File: src/rtl/weight_loader_pkg.sv
// -----------------------------------------------------------------------------
// weight_loader_pkg
//  Shared definitions for the weight loader: FSM state encoding and the bit
//  positions of the header word fields.
//  Header word layout:
//   [HDR_IDX_LSB +: neuronWidth]       target neuron index
//   [HDR_LAYER_MSB:HDR_LAYER_LSB]      target layer id
//  The neuron field must not reach into the layer field, so neuronWidth <= 8.
// -----------------------------------------------------------------------------
package weight_loader_pkg;

   typedef enum logic [1:0] {
      ST_IDLE = 2'd0,   // waiting for a header word
      ST_LOAD = 2'd1,   // writing weights of an addressed neuron
      ST_SKIP = 2'd2,   // consuming weights of a packet not meant for us
      ST_DONE = 2'd3    // one-cycle bookkeeping after a complete load
   } state_e;

   localparam int HDR_IDX_LSB   = 0;
   localparam int HDR_LAYER_LSB = 8;
   localparam int HDR_LAYER_MSB = 15;
   localparam int HDR_LAYER_W   = HDR_LAYER_MSB - HDR_LAYER_LSB + 1;

endpackage : weight_loader_pkg

File: src/rtl/weight_loader.sv
// -----------------------------------------------------------------------------
// weight_loader
//  Write-side front end for the per-neuron weight memories of one layer.
//  Consumes a valid/ready word stream made of packets: one header word
//  (layer id + neuron index) followed by numWeight weight words, the last one
//  flagged with s_last. Weights addressed to this layer are turned into
//  write strobes (wen/wadd/win) plus a neuron select (wsel); the layer wrapper
//  gates each memory's write enable with wsel == n.
//
//  Ports
//   clk         clock, everything on the rising edge
//   rst_n       synchronous active-low reset
//   s_valid     stream word valid
//   s_ready     loader can accept a word (registered)
//   s_data      header or weight word
//   s_last      final word of a packet
//   wen         write strobe, one cycle after the word was accepted
//   wadd        weight address within the neuron
//   win         weight data
//   wsel        target neuron index
//   load_done   one-cycle pulse when a neuron has been completely written
//   loaded      bit n set once neuron n has been completely written
//   all_loaded  every neuron of the layer is loaded
//   err_len     sticky until next header: s_last was in the wrong place
//   err_tgt     sticky until next header: neuron index out of range
// -----------------------------------------------------------------------------
module weight_loader
   import weight_loader_pkg::*;
#(
   parameter int dataWidth    = 16,
   parameter int addressWidth = 10,
   parameter int numWeight    = 3,
   parameter int numNeuron    = 5,
   parameter int layerNo      = 1,
   parameter int neuronWidth  = 8
) (
   input  logic                    clk,
   input  logic                    rst_n,
   input  logic                    s_valid,
   output logic                    s_ready,
   input  logic [dataWidth-1:0]    s_data,
   input  logic                    s_last,
   output logic                    wen,
   output logic [addressWidth-1:0] wadd,
   output logic [dataWidth-1:0]    win,
   output logic [neuronWidth-1:0]  wsel,
   output logic                    load_done,
   output logic [numNeuron-1:0]    loaded,
   output logic                    all_loaded,
   output logic                    err_len,
   output logic                    err_tgt
);

   state_e                  state_q,     state_d;
   logic                    s_ready_q,   s_ready_d;
   logic                    wen_q,       wen_d;
   logic [addressWidth-1:0] wadd_q,      wadd_d;
   logic [dataWidth-1:0]    win_q,       win_d;
   logic [neuronWidth-1:0]  wsel_q,      wsel_d;
   logic [neuronWidth-1:0]  idx_q,       idx_d;
   logic [addressWidth-1:0] cnt_q,       cnt_d;
   logic                    load_done_q, load_done_d;
   logic [numNeuron-1:0]    loaded_q,    loaded_d;
   logic                    err_len_q,   err_len_d;
   logic                    err_tgt_q,   err_tgt_d;

   logic                    accept;
   logic [neuronWidth-1:0]  hdr_idx;
   logic [HDR_LAYER_W-1:0]  hdr_layer;
   logic                    layer_hit;
   logic                    idx_ok;
   logic                    last_word;

   assign accept    = s_valid && s_ready_q;
   assign hdr_idx   = s_data[HDR_IDX_LSB +: neuronWidth];
   assign hdr_layer = s_data[HDR_LAYER_MSB:HDR_LAYER_LSB];
   assign layer_hit = (hdr_layer == HDR_LAYER_W'(layerNo));
   assign idx_ok    = (int'(hdr_idx) < numNeuron);
   assign last_word = (cnt_q == addressWidth'(numWeight - 1));

   always_comb begin
      // NOTE: every next-state signal gets a default before the case; a path
      // that leaves one unassigned would infer a latch.
      state_d     = state_q;
      wen_d       = 1'b0;
      wadd_d      = wadd_q;
      win_d       = win_q;
      wsel_d      = wsel_q;
      idx_d       = idx_q;
      cnt_d       = cnt_q;
      load_done_d = 1'b0;
      loaded_d    = loaded_q;
      err_len_d   = err_len_q;
      err_tgt_d   = err_tgt_q;

      case (state_q)
         ST_IDLE: begin
            if (accept) begin
               // A new header starts a fresh error report.
               err_len_d = 1'b0;
               err_tgt_d = layer_hit && !idx_ok;
               idx_d     = hdr_idx;
               cnt_d     = '0;
               if (s_last) begin
                  // Header-only packet: nothing to consume, stay here.
                  err_len_d = 1'b1;
               end else if (layer_hit && idx_ok) begin
                  state_d = ST_LOAD;
               end else begin
                  state_d = ST_SKIP;
               end
            end
         end

         ST_LOAD, ST_SKIP: begin
            if (accept) begin
               if (state_q == ST_LOAD) begin
                  wen_d  = 1'b1;
                  wadd_d = cnt_q;
                  win_d  = s_data;
                  wsel_d = idx_q;
               end
               if (last_word) begin
                  // Packet length is fixed: the final weight ends it even if
                  // s_last is missing, so following words parse as a header.
                  cnt_d = '0;
                  if (!s_last) err_len_d = 1'b1;
                  state_d = (state_q == ST_LOAD) ? ST_DONE : ST_IDLE;
               end else if (s_last) begin
                  // Short packet: abandon it, the neuron is not marked loaded.
                  cnt_d     = '0;
                  err_len_d = 1'b1;
                  state_d   = ST_IDLE;
               end else begin
                  cnt_d = cnt_q + 1'b1;
               end
            end
         end

         ST_DONE: begin
            load_done_d = 1'b1;
            for (int n = 0; n < numNeuron; n++) begin
               if (int'(idx_q) == n) loaded_d[n] = 1'b1;
            end
            state_d = ST_IDLE;
         end

         default: state_d = ST_IDLE;
      endcase
   end

   // Registered ready: low exactly for the cycle spent in DONE.
   assign s_ready_d = (state_d != ST_DONE);

   always_ff @(posedge clk) begin
      // NOTE: state registers use non-blocking assignments so every flop
      // samples the pre-edge values regardless of statement order.
      if (!rst_n) begin
         state_q     <= ST_IDLE;
         s_ready_q   <= 1'b0;
         wen_q       <= 1'b0;
         wadd_q      <= '0;
         win_q       <= '0;
         wsel_q      <= '0;
         idx_q       <= '0;
         cnt_q       <= '0;
         load_done_q <= 1'b0;
         loaded_q    <= '0;
         err_len_q   <= 1'b0;
         err_tgt_q   <= 1'b0;
      end else begin
         state_q     <= state_d;
         s_ready_q   <= s_ready_d;
         wen_q       <= wen_d;
         wadd_q      <= wadd_d;
         win_q       <= win_d;
         wsel_q      <= wsel_d;
         idx_q       <= idx_d;
         cnt_q       <= cnt_d;
         load_done_q <= load_done_d;
         loaded_q    <= loaded_d;
         err_len_q   <= err_len_d;
         err_tgt_q   <= err_tgt_d;
      end
   end

   assign s_ready    = s_ready_q;
   assign wen        = wen_q;
   assign wadd       = wadd_q;
   assign win        = win_q;
   assign wsel       = wsel_q;
   assign load_done  = load_done_q;
   assign loaded     = loaded_q;
   assign all_loaded = &loaded_q;
   assign err_len    = err_len_q;
   assign err_tgt    = err_tgt_q;

endmodule : weight_loader

File: config.mk
export PLATFORM = sky130hd
export DESIGN_NAME = weight_loader
export DESIGN_NICKNAME = d
export VERILOG_FILES = /design/src/rtl/weight_loader_pkg.sv /design/src/rtl/weight_loader.sv
export SDC_FILE = /design/constraint.sdc
export NUM_CORES = 1
export LEC_CHECK = 0
export BUFFER_PORTS_ARGS = -buffer_cell sky130_fd_sc_hd__buf_4
export CORE_ASPECT_RATIO = 1.75
export CORE_MARGIN = 2
export CORE_UTILIZATION = 25
export DETAILED_ROUTE_END_ITERATION = 12
export HOLD_SLACK_MARGIN = 0.06
export SYNTH_ARGS = -nofsm -noshare
export SYNTH_HDL_FRONTEND = slang
export SYNTH_SLANG_ARGS = --single-unit
File: constraint.sdc
create_clock -name clk -period 2 [get_ports clk]
set_input_delay 0.2 -clock clk [delete_from_list [all_inputs] [get_ports clk]]
set_output_delay 0.2 -clock clk [all_outputs]
set_load 0.02 [all_outputs]
==> qor.txt, run 1 <==
status: finished clean
Arr. time, crit path: 2060 ps
TritonCTS clock tree: done
Chip Height: 138 um
Die ar.: 11100 um^2
core area: 9910 um^2
Worst Hold Launch: s_data[8]
global-route wire length before repair: 10.6 mm
Boundary Pins: 65
WL/cell: 12.8 um
Fin Setup TNS: 0 ps
kind of critical path: reg -> reg
Layout fillers: 1067
CTS clock-pin slew for the worst setup and hold paths: 50 ps
main flop type after synthesis: dfxtp_1
Final ANT Viol Nets: 0
Area Overhead vs Synth: 38.8%
global route overflow: 0
Mapped Nets: 345
Post-synth top cells: nand2_1, dfxtp_1, a21oi_1
hold depth: 3
DRT Pass-1 Iters: 4
minimum clock period: 1840 ps
GRT Total Usage: 0.126
period utilization: 0.922
Least-Margin Pin Slew: 531 ps
FF+latch count, synth: 64
DRT iter0 DRCs: 70
total power: 0.00335 W
layout cells sized above 1: 0.238
post-synth cell types: 40
initial antenna violation count: 0
Total Wirelength: 6.61 mm
via/cell ratio: 4.60
Hold-fix buffers, CTS: 0
Synth Warn #: 0
Max Clk Rate: 0.542 GHz
main area contributors after synthesis: dfxtp_1, nand2_1, a21oi_1
Slew headroom: 0.644
# port buffers: 64
Worst setup SP type: flop
final setup fails: 0
Core Rows: 48
Max Buffers Root-to-Sink: 2
non-filler cells, final: 515
Resize count post-CTS: 0
syn avg cell area: 7.98 um^2
count leader, synth: nand2_1
Max VDD drop: 0.551 mV
number of setup buffers added after CTS: 0
vias in the first global route: 2251
Async SR Flop Fraction: 0
leakage: 1.40 nW
Worst-Skew Late Latency: 330 ps
Cell Pwr Density: 946 nW/um^2
Syn Std Cell Area: 2550 um^2
EDFF count, synth: 0
Num CTS Buffers: 9
Reg-to-Reg Start: cnt_q[5]$_SDFFE_PN0P_
root buffer cell: clkbuf_16
Final WS setup: 156 ps
utilization after layout: 0.358
Worst Hold Class: in -> reg
final net count: 410
Worst Clk Skew: 4.39 ps
Mapped Cells: 320
gpl congestion: 0.770
cell taking the most area after synthesis: dfxtp_1
CP Capture Type: flop
Clock Sinks: 64
antenna cells: 0
flop-to-flop setup slack: 160 ps
DRC viols: 0
reg2reg path depth: 5
H-tree depth: 3
hold path endpoint: win[8]$_SDFFE_PN0P_
Synth top area share: 0.502
max cap viols: 0
dpl cells: 499
total number of vias: 2370
WP data required: 2220 ps
Crit Path Max Fanout: 6
sequential fraction of the synthesis area: 0.502
final hold viol count: 0
RSZ-0062 raised after global routing: false
Setup WS pre-CTS: 91.4 ps
die width: 80.4 um
post-DP HPWL: 4.91 mm
r2r endpoint: s_ready$_SDFF_PN0_
largest net degree at the start of global routing: 36
fin. max-slew vios: 0
initial core utilization: 0.258
-- worst max path at each step --
stage / start / end / slack (ps) / cells after the start
global placement: cnt_q[1]$_SDFFE_PN0P_ / s_ready$_SDFF_PN0_ / 170 / 6
floorplan: cnt_q[0]$_SDFFE_PN0P_ / s_ready$_SDFF_PN0_ / 160 / 8
global route: cnt_q[5]$_SDFFE_PN0P_ / s_ready$_SDFF_PN0_ / 20 / 5
finish: cnt_q[5]$_SDFFE_PN0P_ / s_ready$_SDFF_PN0_ / 160 / 5
detailed placement: cnt_q[5]$_SDFFE_PN0P_ / s_ready$_SDFF_PN0_ / 90 / 5
CTS: cnt_q[5]$_SDFFE_PN0P_ / s_ready$_SDFF_PN0_ / 80 / 5
-- final cells by class --
cell class              count  area, um^2  share of cell area
flip-flops and latches     64        1280               0.362
multi-input cells         231        1170               0.331
repair buffers             74         568               0.160
clock buffers               9         225              0.0636
well taps                 125         156              0.0441
clock inverters             7         120              0.0339
inverters                   5        18.8             0.00530
-- stage by stage --
stage / hold WS (ps) / area [um^2]
finish: 126 / 3540
global route: 124 / 3540
CTS: 115 / 3540
detailed placement: 447 / 3190
global placement: 442 / 3190
floorplan: 318 / 2550
-- cells in the final DEF, fill, tap and decap left out, types with 2 or more instances in the layout --
cell type and instances:
and3_1 6, nor2_1 27, nor4_1 4, bufinv_16 3, nand4_1 5, a31oi_1 4, xor2_1 6, a21oi_1 45
nor3_1 4, inv_1 4, nand3_1 5, o21ai_0 2, dfxtp_1 64, o211ai_1 2, clkinv_4 2, buf_4 73
xnor2_1 3, ha_1 5, clkbuf_16 9, nand2_1 92
-- state kept, by name, summed over array words and instances, names as in the netlist --
signal     count
state_q        2
wen            1
err_len        1
idx_q          8
load_done      1
loaded         5
wadd          10
wsel           8
s_ready        1
err_tgt        1
cnt_q         10
win           16
-- report_power, final --
group          switching [W]  internal [W]
clock network       0.000566       0.00122
registers          0.0000220       0.00130
logic               0.000144      0.000102
-- logic make-up (layout without fill, tap and decap cells) --
| group | Yosys count | after routing | synth area share |
|---|---|---|---|
| buf+inv | 25 | 95 | 0.0402 |
| xor+xnor | 9 | 9 | 0.0309 |
| fa+ha+maj | 5 | 5 | 0.0245 |
| mux | 1 | 1 | 0.00392 |
| compound gates | 63 | 63 | 0.139 |
| flops | 64 | 64 | 0.502 |
| simple gates | 153 | 153 | 0.259 |
-- critical path, stage by stage, from the launching register on --
cell and delay, ps:
dfxtp_1 350, nor4_2 340, and3_4 280, mux2i_1 90, a221o_1 380, o31a_1 300
-- metal layers --
layer  GRT usage  vias to the layer above  wire, um
met5           0                        -         0
met1       0.131                     1102      2550
met3      0.0321                        9       281
li1            -                     1205         -
met2       0.226                       54      3640
met4      0.0659                        0       146
Note: power is estimated with default switching activity, not from simulation.
==> run 2: changes to the inputs <==
Settings changed: SETUP_SLACK_MARGIN set to 0.3.
Clock period 2 ns to 2.1 ns, I/O delays scaled along.
==> run 2 against run 1 <==
Via count down 0.55%. Highest routed layer unchanged. Clock skew fell by 1.0 ps. Combinational power about the same. First-iteration DRC count decreased by 8.6%. Sequential power is 4% lower.
==> qor.txt, run 2 (same netlist as run 1, synthesis figures left out) <==
gpl congestion: 0.805 (was 0.770)
leakage: 1.36 nW (was 1.40 nW)
minimum clock period: 1790 ps (was 1840 ps)
Cell Pwr Density: 832 nW/um^2 (was 946 nW/um^2)
vias in the first global route: 2195 (was 2251)
Max Clk Rate: 0.558 GHz (was 0.542 GHz)
WP data required: 2310 ps (was 2220 ps)
worst-path cell chain: inv_1, ha_4, or3_1, o211ai_1, o211ai_1, o31a_1 (was nor4_2, and3_4, mux2i_1, a221o_1, o31a_1)
Num CTS Buffers: 9 (unchanged)
WL/cell: 13.3 um (was 12.8 um)
Boundary Pins: 65 (unchanged)
CP Capture Type: flop (unchanged)
initial antenna violation count: 0 (unchanged)
fin. max-slew vios: 0 (unchanged)
status: finished clean (unchanged)
total number of vias: 2357 (was 2370)
Slew headroom: 0.672 (was 0.644)
TritonCTS clock tree: done (unchanged)
layout cells sized above 1: 0.252 (was 0.238)
DRC viols: 0 (unchanged)
commonest cells after routing, fill and taps aside: nand2_1, buf_4, dfxtp_1 (unchanged)
Core Rows: 48 (unchanged)
kind of critical path: reg -> reg (unchanged)
via/cell ratio: 4.62 (was 4.60)
Crit path top cell by count: o211ai_1
DRT iter0 DRCs: 64 (was 70)
Arr. time, crit path: 2000 ps (was 2060 ps)
GRT Total Usage: 0.127 (was 0.126)
Worst Hold Class: in -> reg (unchanged)
initial core utilization: 0.258 (unchanged)
CTS clock-pin slew for the worst setup and hold paths: 50 ps (about the same)
commonest non-fill, non-tap cell in the layout: nand2_1 (unchanged)
# port buffers: 64 (unchanged)
Crit Path Max Fanout: 9 (was 6)
largest net degree at the start of global routing: 38 (was 36)
Fin Setup TNS: 0 ps (unchanged)
max cap viols: 0 (unchanged)
Worst-Skew Late Latency: 330 ps (about the same)
Max Buffers Root-to-Sink: 2 (unchanged)
Worst Clk Skew: 3.39 ps (was 4.39 ps)
Least-Margin Pin Slew: 489 ps (was 531 ps)
core area: 9910 um^2 (unchanged)
period utilization: 0.853 (was 0.922)
final hold viol count: 0 (unchanged)
reg2reg path depth: 6 (was 5)
Clock Sinks: 64 (unchanged)
Crit-path slowest cell: or3_1 (was a221o_1)
Max VDD drop: 0.399 mV (was 0.551 mV)
global route overflow: 0 (unchanged)
Area Overhead vs Synth: 37.3% (was 38.8%)
DRT Pass-1 Iters: 4 (unchanged)
RSZ-0062 raised after global routing: false (unchanged)
Max stage delay on crit path: 390 ps (was 380 ps)
Chip Height: 138 um (unchanged)
H-tree depth: 3 (unchanged)
Worst setup SP type: flop (unchanged)
final net count: 408 (was 410)
root buffer cell: clkbuf_16 (unchanged)
Total Wirelength: 6.77 mm (was 6.61 mm)
hold depth: 3 (unchanged)
global-route wire length before repair: 10.7 mm (was 10.6 mm)
antenna cells: 0 (unchanged)
max reg flops: 16 (unchanged)
Final ANT Viol Nets: 0 (unchanged)
final setup fails: 0 (unchanged)
Final Hold Slack: 142 ps (was 126 ps)
Die ar.: 11100 um^2 (unchanged)
post-DP HPWL: 4.84 mm (was 4.91 mm)
die width: 80.4 um (unchanged)
-- run 2: cell count changes in the layout (fill, tap and decap cells not counted), moves of 2 or more --
cell       change
buf_4          -3
bufinv_16      -2
clkbuf_1       +2
clkinv_4       -2
dfxtp_1        -4
dfxtp_2        +2
dfxtp_4        +2
-- run 2: layout make-up --
cell class                 instances  area (um^2)
tap                              125          156
clock inverter                     1         30.0
inverter                           5         18.8
fill                            1053         6400
multi-input combinational        231         1200
timing repair buffer              72          557
clock buffer                      12          246
sequential                        64         1290
-- run 2: power breakdown --
| part | total (W) | internal [W] | leakage (nW) | switching [W] |
|---|---|---|---|---|
| Clock | 0.00140 | 0.000929 | 0.135 | 0.000474 |
| Sequential | 0.00127 | 0.00124 | 0.520 | 0.0000246 |
| Combinational | 0.000245 | 0.000105 | 0.705 | 0.000139 |
| Total | 0.00291 | 0.00228 | 1.36 | 0.000637 |
-- run 2: path summary, 6_finish.rpt --
| check | from | slack, ps | to |
|---|---|---|---|
| hold / removal | s_data[8] | 140 | win[8]$_SDFFE_PN0P_ |
| setup / recovery | state_q[0]$_SDFF_PN0_ | 310 | s_ready$_SDFF_PN0_ |
| setup reg to reg | state_q[0]$_SDFF_PN0_ | 310 | s_ready$_SDFF_PN0_ |
| hold reg to reg | wsel[4]$_SDFFE_PN0P_ | 450 | wsel[4]$_SDFFE_PN0P_ |
-- run 2: repair_timing --
item	4_1_cts	5_1_grt
setup endpoints to repair	2	6
endpoints found under the hold margin	0	0
hold buffers	0	0
pin swaps	0	6
setup buffers	1	1
gates resized for setup	6	10
-- run 2: metal layers --
layer	routed length [um]	GRT usage	vias up	part of all wire
li1	-	-	1197	-
met1	2720	0.137	1089	0.40
met2	3590	0.221	61	0.53
met3	348	0.0498	10	0.051
met4	113	0.0508	0	0.017
met5	0	0	-	0
-- run 2: worst max-delay path: cells and delay by family (launching register included) --
family                   cells  cell delay, ps
AO/OA/AOI/OAI                3             650
flip-flops                   1             360
AND/OR/NAND/NOR              1             390
buffers and inverters        1              80
adder cells (fa/ha/maj)      1             190
-- run 2: per-stage QoR --
step | cells | cell area [um^2] | worst slack (ps) | total power [W] | utilization
3_5_place_dp | 495 | 3160 | 191 | 0.00151 | 0.319
6_report | 510 | 3500 | 308 | 0.00291 | 0.354
5_1_grt | 510 | 3500 | 310 | 0.00304 | 0.354
4_1_cts | 509 | 3460 | 306 | 0.00293 | 0.349
2_1_floorplan | 320 | 2550 | 301 | 0.00142 | -
3_3_place_gp | 495 | 3160 | 266 | 0.00151 | 0.319
==> run 3: changes to the inputs <==
==> constraint.sdc (replaced) <==
create_clock -name clk -period 2.1 [get_ports clk]
set_input_delay 0.105 -clock clk [delete_from_list [all_inputs] [get_ports clk]]
set_output_delay 0.105 -clock clk [all_outputs]
set_load 0.02 [all_outputs]
==> run 3 against run 2 <==
Cell area grew 8.5%. Clock power up 17%. Routed wire length grew 5.5%. Combinational power up 16%. Clock skew increased by 2.9 ps. Global-route usage rose by 0.36 points. Die area is the same. Register-to-register slack barely moved. Critical path type unchanged. Largest power group unchanged. Highest routed layer unchanged.
==> qor.txt, run 3 (same netlist as run 1, synthesis figures left out) <==
WP data required: 2320 ps (was 2310 ps)
largest net degree at the start of global routing: 38 (unchanged)
Max Buffers Root-to-Sink: 2 (unchanged)
Worst-Skew Late Latency: 330 ps (about the same)
CP Launch Point: state_q[0]$_SDFF_PN0_ (unchanged)
WL/cell: 13.4 um (was 13.3 um)
Crit path top cell by count: o211ai_1 (unchanged)
final setup fails: 0 (unchanged)
Worst Hold Class: in -> reg (unchanged)
internal power: 0.00251 W (was 0.00228 W)
Least-Margin Pin Slew: 451 ps (was 489 ps)
H-tree depth: 3 (unchanged)
crit path buf inv count: 1 (unchanged)
Worst setup SP type: flop (unchanged)
Arr. time, crit path: 2000 ps (about the same)
kind of critical path: reg -> reg (unchanged)
max reg flops: 16 (unchanged)
DRC viols: 0 (unchanged)
global-route wire length before repair: 11.1 mm (was 10.7 mm)
Slew headroom: 0.698 (was 0.672)
net switching power: 0.000677 W (was 0.000637 W)
non-filler cells, final: 535 (was 510)
minimum clock period: 1780 ps (was 1790 ps)
CP Capture Type: flop (unchanged)
dpl cells: 495 (unchanged)
root buffer cell: clkbuf_16 (unchanged)
GRT Total Usage: 0.131 (was 0.127)
layout cells sized above 1: 0.263 (was 0.252)
status: finished clean (unchanged)
DRT iter0 DRCs: 82 (was 64)
Seq pwr share: 0.397 (was 0.435)
commonest cells after routing, fill and taps aside: nand2_1, buf_4, dfxtp_1 (unchanged)
Die ar.: 11100 um^2 (unchanged)
Area Overhead vs Synth: 49.0% (was 37.3%)
total number of vias: 2463 (was 2357)
worst-path cell chain: inv_1, ha_4, or3_4, o211ai_1, o211ai_1, o31a_1 (was inv_1, ha_4, or3_1, o211ai_1, o211ai_1, o31a_1)
CTS clock-pin slew for the worst setup and hold paths: 50 ps (about the same)
DRT Pass-1 Iters: 6 (was 4)
Total Wirelength: 7.14 mm (was 6.77 mm)
# port buffers: 64 (unchanged)
vias in the first global route: 2358 (was 2195)
via/cell ratio: 4.60 (was 4.62)
RSZ-0062 raised after global routing: false (unchanged)
Final Hold Slack: 138 ps (was 142 ps)
die width: 80.4 um (unchanged)
max cap viols: 0 (unchanged)
Crit-path slowest cell: or3_4 (was or3_1)
final hold viol count: 0 (unchanged)
Boundary Pins: 65 (unchanged)
Final ANT Viol Nets: 0 (unchanged)
post-DP HPWL: 4.83 mm (was 4.84 mm)
Max VDD drop: 0.483 mV (was 0.399 mV)
Crit Path Max Fanout: 6 (was 9)
global route overflow: 0 (unchanged)
Core Rows: 48 (unchanged)
fin. max-slew vios: 0 (unchanged)
TritonCTS clock tree: done (unchanged)
Combinational Power Share: 0.089 (was 0.084)
Worst Clk Skew: 6.24 ps (was 3.39 ps)
Fin Setup TNS: 0 ps (unchanged)
cell family with most CP delay: compound AO/OA/AOI/OAI gates (unchanged)
Chip Height: 138 um (unchanged)
final net count: 430 (was 408)
Reg-to-Reg Start: state_q[0]$_SDFF_PN0_ (unchanged)
leakage: 1.49 nW (was 1.36 nW)
antenna cells: 0 (unchanged)
initial antenna violation count: 0 (unchanged)
Cell Pwr Density: 838 nW/um^2 (was 832 nW/um^2)
Worst Hold Launch: s_last (was s_data[8])
sw frac: 0.212 (was 0.219)
period utilization: 0.847 (was 0.853)
commonest non-fill, non-tap cell in the layout: nand2_1 (unchanged)
gpl congestion: 0.805 (about the same)
core area: 9910 um^2 (unchanged)
Max Clk Rate: 0.562 GHz (was 0.558 GHz)
Clock Sinks: 64 (unchanged)
Num CTS Buffers: 9 (unchanged)
clock group share of total power: 0.514 (was 0.481)
initial core utilization: 0.258 (unchanged)
Max stage delay on crit path: 380 ps (was 390 ps)
==> run 3: per-layer routing <==
layer | global-route usage | up-vias | share of wire
met3 | 0.0334 | 18 | 0.047
li1 | - | 1245 | -
met1 | 0.139 | 1141 | 0.40
met2 | 0.236 | 59 | 0.53
met5 | 0 | - | 0
met4 | 0.0650 | 0 | 0.025
==> run 3: worst register-to-register path, cell delays in order (launching register included) <==
cell and delay [ps]:
dfxtp_4 370, inv_1 80, ha_4 180, or3_4 380, o211ai_1 210, o211ai_1 140
o31a_1 310
==> run 3: final cells by class <==
type / count / area, um^2
Inverter: 5 / 18.8
Timing Repair Buffer: 94 / 762
Tap cell: 125 / 156
Clock inverter: 2 / 60.1
Clock buffer: 14 / 274
Sequential cell: 64 / 1290
Multi-Input combinational cell: 231 / 1240
Fill cell: 1014 / 6110
==> run 3: metrics by stage <==
step	power, W	setup slack [ps]	instance area (um^2)	util
6_report	0.00319	321	3800	0.384
5_1_grt	0.00331	255	3800	0.384
4_1_cts	0.00319	327	3690	0.372
3_5_place_dp	0.00151	213	3160	0.319
3_3_place_gp	0.00151	266	3160	0.319
2_1_floorplan	0.00142	301	2550	-
==> run 3: final timing paths <==
path,slack (ps),to,cells past startpoint
min,140,err_len$_SDFFE_PN0P_,3
min reg2reg,450,win[13]$_SDFFE_PN0P_,2
max reg2reg,320,s_ready$_SDFF_PN0_,6
max,320,s_ready$_SDFF_PN0_,6
==> run 3: power by group through the flow <==
stage                     logic (W)  registers [W]  clock network [W]
after global placement     0.000218        0.00129                  0
after floorplan            0.000130        0.00129                  0
final                      0.000284        0.00127            0.00164
after global routing       0.000312        0.00127            0.00173
after detailed placement   0.000221        0.00129                  0
after CTS                  0.000252        0.00126            0.00168
==> run 3: timing repair <==
| item | in CTS | in global routing |
|---|---|---|
| gates resized for setup | 5 | 16 |
| hold buffers | 17 | 0 |
| gates cloned | 0 | 0 |
| buffers inserted | 1 | 6 |
| endpoints found under the setup margin | 2 | 4 |
| endpoints found under the hold margin | 23 | 0 |
| pin swaps | 0 | 8 |
